===== src/rtl/id_ex_stage.sv =====
// ID/EX pipeline register with load-use hazard detection,
// flush/hold handling and saturating debug counters.
module id_ex_stage #(
   parameter int N     = 32,
   parameter int CNT_W = 16
) (
   input  logic             clk,
   input  logic             rst_n,
   input  logic             hold,
   input  logic             flush,
   input  logic             id_valid,
   input  logic             id_branch,
   input  logic             id_mem_read,
   input  logic             id_mem_to_reg,
   input  logic             id_mem_write,
   input  logic             id_alu_src,
   input  logic             id_reg_write,
   input  logic             id_jsel,
   input  logic             id_mux_rf_sel,
   input  logic [1:0]       id_alu_op,
   input  logic [1:0]       id_save_method,
   input  logic [N-1:0]     id_pc,
   input  logic [N-1:0]     id_rs1_data,
   input  logic [N-1:0]     id_rs2_data,
   input  logic [N-1:0]     id_imm,
   input  logic [4:0]       id_rs1,
   input  logic [4:0]       id_rs2,
   input  logic [4:0]       id_rd,
   input  logic [2:0]       id_funct3,
   input  logic             id_funct7b5,
   output logic             stall,
   output logic             ex_valid,
   output logic             ex_branch,
   output logic             ex_mem_read,
   output logic             ex_mem_to_reg,
   output logic             ex_mem_write,
   output logic             ex_alu_src,
   output logic             ex_reg_write,
   output logic             ex_jsel,
   output logic             ex_mux_rf_sel,
   output logic [1:0]       ex_alu_op,
   output logic [1:0]       ex_save_method,
   output logic [N-1:0]     ex_pc,
   output logic [N-1:0]     ex_rs1_data,
   output logic [N-1:0]     ex_rs2_data,
   output logic [N-1:0]     ex_imm,
   output logic [4:0]       ex_rs1,
   output logic [4:0]       ex_rs2,
   output logic [4:0]       ex_rd,
   output logic [2:0]       ex_funct3,
   output logic             ex_funct7b5,
   output logic [CNT_W-1:0] bubble_cnt,
   output logic [CNT_W-1:0] flush_cnt
);

   logic w_use_rs1;
   logic w_use_rs2;
   logic w_lu;
   logic w_bubble;
   logic w_load;
   logic w_bub_inc;
   logic w_fl_inc;

   logic [CNT_W-1:0] r_bubble_cnt;
   logic [CNT_W-1:0] r_flush_cnt;

   // AUIPC has mux_rf_sel=0 and never reads rs1
   assign w_use_rs1 = id_mux_rf_sel;
   assign w_use_rs2 = !id_alu_src | id_mem_write | id_branch;

   assign w_lu = id_valid & ex_valid & ex_mem_read
               & (ex_rd != 5'd0)
               & ((w_use_rs1 & (ex_rd == id_rs1))
                | (w_use_rs2 & (ex_rd == id_rs2)));

   assign stall     = rst_n & w_lu & !flush & !hold;
   assign w_bubble  = flush | (!hold & w_lu);
   assign w_load    = !flush & !hold & !w_lu;
   assign w_bub_inc = !flush & !hold & w_lu;
   assign w_fl_inc  = flush & id_valid;

   always_ff @(posedge clk or negedge rst_n) begin
      if (!rst_n) begin
         ex_valid       <= 1'b0;
         ex_branch      <= 1'b0;
         ex_mem_read    <= 1'b0;
         ex_mem_to_reg  <= 1'b0;
         ex_mem_write   <= 1'b0;
         ex_alu_src     <= 1'b0;
         ex_reg_write   <= 1'b0;
         ex_jsel        <= 1'b0;
         ex_mux_rf_sel  <= 1'b0;
         ex_alu_op      <= '0;
         ex_save_method <= '0;
         ex_pc          <= '0;
         ex_rs1_data    <= '0;
         ex_rs2_data    <= '0;
         ex_imm         <= '0;
         ex_rs1         <= '0;
         ex_rs2         <= '0;
         ex_rd          <= '0;
         ex_funct3      <= '0;
         ex_funct7b5    <= 1'b0;
      end else if (w_bubble) begin
         ex_valid       <= 1'b0;
         ex_branch      <= 1'b0;
         ex_mem_read    <= 1'b0;
         ex_mem_to_reg  <= 1'b0;
         ex_mem_write   <= 1'b0;
         ex_alu_src     <= 1'b0;
         ex_reg_write   <= 1'b0;
         ex_jsel        <= 1'b0;
         ex_mux_rf_sel  <= 1'b0;
         ex_alu_op      <= '0;
         ex_save_method <= '0;
         ex_pc          <= '0;
         ex_rs1_data    <= '0;
         ex_rs2_data    <= '0;
         ex_imm         <= '0;
         ex_rs1         <= '0;
         ex_rs2         <= '0;
         ex_rd          <= '0;
         ex_funct3      <= '0;
         ex_funct7b5    <= 1'b0;
      end else if (w_load) begin
         // invalid slots carry data but never any control
         ex_valid       <= id_valid;
         ex_branch      <= id_valid & id_branch;
         ex_mem_read    <= id_valid & id_mem_read;
         ex_mem_to_reg  <= id_valid & id_mem_to_reg;
         ex_mem_write   <= id_valid & id_mem_write;
         ex_alu_src     <= id_valid & id_alu_src;
         ex_reg_write   <= id_valid & id_reg_write;
         ex_jsel        <= id_valid & id_jsel;
         ex_mux_rf_sel  <= id_valid & id_mux_rf_sel;
         ex_alu_op      <= id_valid ? id_alu_op : 2'b00;
         ex_save_method <= id_valid ? id_save_method : 2'b00;
         ex_pc          <= id_pc;
         ex_rs1_data    <= id_rs1_data;
         ex_rs2_data    <= id_rs2_data;
         ex_imm         <= id_imm;
         ex_rs1         <= id_rs1;
         ex_rs2         <= id_rs2;
         ex_rd          <= id_rd;
         ex_funct3      <= id_funct3;
         ex_funct7b5    <= id_funct7b5;
      end
   end

   always_ff @(posedge clk or negedge rst_n) begin
      if (!rst_n) begin
         r_bubble_cnt <= '0;
         r_flush_cnt  <= '0;
      end else begin
         if (w_bub_inc && r_bubble_cnt != '1)
            r_bubble_cnt <= r_bubble_cnt + 1'b1;
         if (w_fl_inc && r_flush_cnt != '1)
            r_flush_cnt <= r_flush_cnt + 1'b1;
      end
   end

   assign bubble_cnt = r_bubble_cnt;
   assign flush_cnt  = r_flush_cnt;

endmodule


===== config.mk =====
export PLATFORM = sky130hd
export DESIGN_NAME = id_ex_stage
export DESIGN_NICKNAME = d
export VERILOG_FILES = /design/src/rtl/id_ex_stage.sv
export SDC_FILE = /design/constraint.sdc
export NUM_CORES = 1
export LEC_CHECK = 0
export BUFFER_PORTS_ARGS = -buffer_cell sky130_fd_sc_hd__buf_2
export CORE_MARGIN = 4
export CORE_UTILIZATION = 42
export DETAILED_ROUTE_END_ITERATION = 8
export GPL_ROUTABILITY_DRIVEN = 0
export HOLD_SLACK_MARGIN = 0.05
export MAX_ROUTING_LAYER = met4
export PLACE_DENSITY = 0.82
export SYNTH_ARGS = -nofsm -noshare
export SYNTH_HDL_FRONTEND = slang
export SYNTH_SLANG_ARGS = --single-unit
export TNS_END_PERCENT = 50

===== constraint.sdc =====
create_clock -name clk -period 2.27 [get_ports clk]
set_clock_uncertainty 0.2 [all_clocks]
set_input_delay 0.1135 -clock clk [delete_from_list [all_inputs] [get_ports clk]]
set_output_delay 0.1135 -clock clk [all_outputs]
set_load 0.02 [all_outputs]

==> summary.md <==
| Metric | Value |
|---|---|
| R2r setup slk | `-90 ps` |
| Initial Utilization | `43.0%` |
| Vias in the first global route | `7778` |
| Cells along the critical path | `xor2_1 > nor4_2 > a32oi_2 > buf_4 > nor3_4 > buf_6` |
| Slowest stage delay, CP | `between 400 and 500 ps` |
| Largest net degree at the start of global routing | `115` |
| Main combinational cell family by area after synthesis | `compound AO/OA/AOI/OAI gates` |
| RSZ-0062 raised after global routing | `true` |
| Port Buffers | `356` |
| Grt peak-use layer | `met2` |
| Failing checks | `negative setup slack` |
| P_leak | `6.55 nW` |
| Post-Syn Area | `0.00743 sq mm` |
| Wire per inst | `21.9 um` |
| Finished layout cell area | `between 0.01 and 0.015 sq mm` |
| HPWL Detailed | `16600 um` |
| Relative slew slack | `58.1%` |
| Met2 Use GR | `approximately half` |
| Crit path buf inv count | `2` |
| Syn Nets | `700` |
| Die Height | `141 um` |
| Critical path type | `reg2out` |
| Initial drt markers | `466` |
| Post-synthesis simple-gate area fraction | `about 7.5%` |
| Clk buf depth | `2` |
| # nets final | `1252` |
| Post-Synthesis Cells | `534` |
| Slew Limit Fails | `0` |
| Flops & latches, synth | `192` |
| GR Layer Usage met3 | `5.94%` |
| Setup violators final | `39` |
| Maxcap violations | `0` |
| Grt ovf | `0` |
| Adder-Cell Fraction of Synth Area | `0.337%` |
| Clock Latency Late Sink | `around 430 ps` |
| Post-route minimum period | `2380 ps` |
| First-pass GRT wire length | `43500 um` |
| Slew @ Worst Pin | `approximately 630 ps` |
| CP max FO | `4` |
| Period utilisation layout | `105%` |
| Netlist cell types | `37` |
| CP delay by family, top | `simple AND/OR/NAND/NOR gates` |
| Share of cells above drive strength 1 | `42.9%` |
| Ranking of synthesized cells by area | `dfrtp_1, a22o_1, xor2_1, a32o_1, buf_2` |
| Status | `complete, but fails checks` |
| Cell row count | `48` |
| Synth Area in Compound Gates | `20.1%` |
| DR vias | `7311` |
| Mux contribution to synthesized area | `1.20%` |
| TritonCTS buffer count | `17` |
| Required time of the critical path | `1960 ps` |
| CTS root buf | `clkbuf_16` |
| Synth Warn # | `0` |
| Post-route antenna net violation count | `0` |
| Die width | `141 um` |
| Post-synth top area cell | `dfrtp_1` |
| Final routed DRC violation total | `0` |
| Initial antenna violation count | `0` |
| Worst Slack Setup Final | `-110 ps` |
| Setup TNS | `-2260 ps` |
| Top-area cell type share of the netlist area | `64.6%` |
| Area Overhead vs Synth | `64.1%` |
| Core area | `0.0173 sq mm` |
| Critical path's slowest cell | `dfrtp_1` |
| Placement Cell Area | `0.00976 sq mm` |
| Max frequency | `420 MHz` |
| Total Routing Usage GR | `between 20% and 30%` |
| Hold/Removal Path Class | `in2async` |
| H-tree Lvls | `4` |
| Syn_area_per_cell | `roughly 14 sq um` |
| Final WL | `29000 um` |
| Power Dens Cells | `675 mW/mm^2` |
| Via/cell ratio | `5.53` |
| Post-Synth XOR/XNOR Area | `3.77%` |
| Die ar. | `0.0199 sq mm` |
| Clock-pin slew on the worst setup and hold paths | `80 ps` |
| Post-synthesis sequential area ratio | `64.6%` |
| CTS tree | `yes` |
| Top-Level Pins | `roughly 360` |
| Clock sinks | `192` |
| Peak VDD IR | `0.629 mV` |
| TritonRoute pass-1 iters | `5` |
| Hold Fails Final Rpt | `0` |
| M1 GR Usage | `33.0%` |
| Setup crit end kind | `output pin` |
| CP Data Arrival Time | `2070 ps` |
| CP Launch Type | `flip-flop` |
## worst paths after layout
kind                       cells past startpoint     startpoint             to
setup reg to reg                               8       ex_rd[2]      ex_imm[8]
hold / removal                                 3          rst_n       ex_rd[1]
max in group asynchronous                      3          rst_n       ex_pc[7]
hold reg to reg                                1  bubble_cnt[5]  bubble_cnt[5]
setup / recovery                               6       ex_rd[2]          stall
min in group clk                               3     id_imm[23]     ex_imm[23]
## final cells by class
| type | instances | area [sq um] |
|---|---|---|
| clock buffer | 17 | 425 |
| clock inverter | 13 | 131 |
| sequential | 192 | 4810 |
| fill | 1086 | 5100 |
| tap | 225 | 282 |
| timing repair buffer | 572 | 4020 |
| inverter | 1 | 3.75 |
| multi-input combinational | 302 | 2520 |
| antenna | 1 | 2.50 |
## cells by family (layout without fill, tap and decap cells)
family,count (synthesis),after routing
adders and majority gates,2,2
xor gates and xnor gates,32,32
AOI/OAI and AO/OA,170,170
and+or+nand+nor,90,90
buffers and inverters,40,603
DFF,192,192
other,0,1
muxes,8,8
## tightest hold or removal path, stage by stage
cell           delay (ps)
dlygate4sd3_1         570
clkbuf_8              180
buf_12                350
## cell usage in the layout (no fill, tap or decap), drive strengths merged, types with 13 or more instances in the layout
master	count
a22o	148
a32o	13
buf	406
clkbuf	19
dfrtp	192
dlygate4sd3	163
nand2	22
nand3	13
xor2	23
## repair_timing
item                                   CTS  global route
gates resized for setup                  7            17
pin swaps                                5             7
setup endpoints to repair               14           166
setup buffers                            4             7
hold buffers                           163             0
endpoints found under the hold margin  356             0
cloned                                   1             1
## per-stage QoR
stage | hold slack (ps) | std cells | power [mW] | utilization [%] | worst slack, ps
2_1_floorplan | -382 | 534 | 4.43 | - | 8.98
3_3_place_gp | 42.7 | 1116 | 5.01 | 56.4 | 14.9
3_5_place_dp | 42.6 | 1116 | 5.05 | 56.4 | 8.94
4_1_cts | 171 | 1314 | 8.16 | 69.6 | -31.0
5_1_grt | 209 | 1322 | 8.54 | 70.5 | -146
6_report | 187 | 1323 | 8.23 | 70.5 | -110
## metal layers
| metal | part of all wire [%] | up-vias |
|---|---|---|
| met5 | 0 | - |
| met4 | 4.5 | 0 |
| met3 | 6.9 | 92 |
| met2 | 53 | 452 |
| met1 | 36 | 3621 |
| li1 | - | 3146 |
## synth_stat cells (all sizes together)
master,count
and2,1
or3,1
inv,1
xnor2,9
nand4,9
or2,1
dfrtp,192
buf,20
a21oi,6
a32oi,1
nor3,8
and3,1
nor2b,1
clkbuf,19
ha,2
mux2,7
nor3b,2
a22o,148
and4,4
nor4,11
a21o,1
nand2b,1
nand2,22
nor2,11
nor4b,1
a311o,1
mux2i,1
or3b,2
nand3,13
xor2,23
a32o,13
or4,1
## where the power goes
group | switching, mW | total [mW] | internal (mW) | leakage (nW)
Sequential | 0.181 | 3.81 | 3.63 | 2.56
Clock | 1.40 | 2.94 | 1.53 | 0.271
Combinational | 0.810 | 1.49 | 0.682 | 3.72
Total | 2.39 | 8.23 | 5.84 | 6.55
Power figures use the tool's default switching activity.
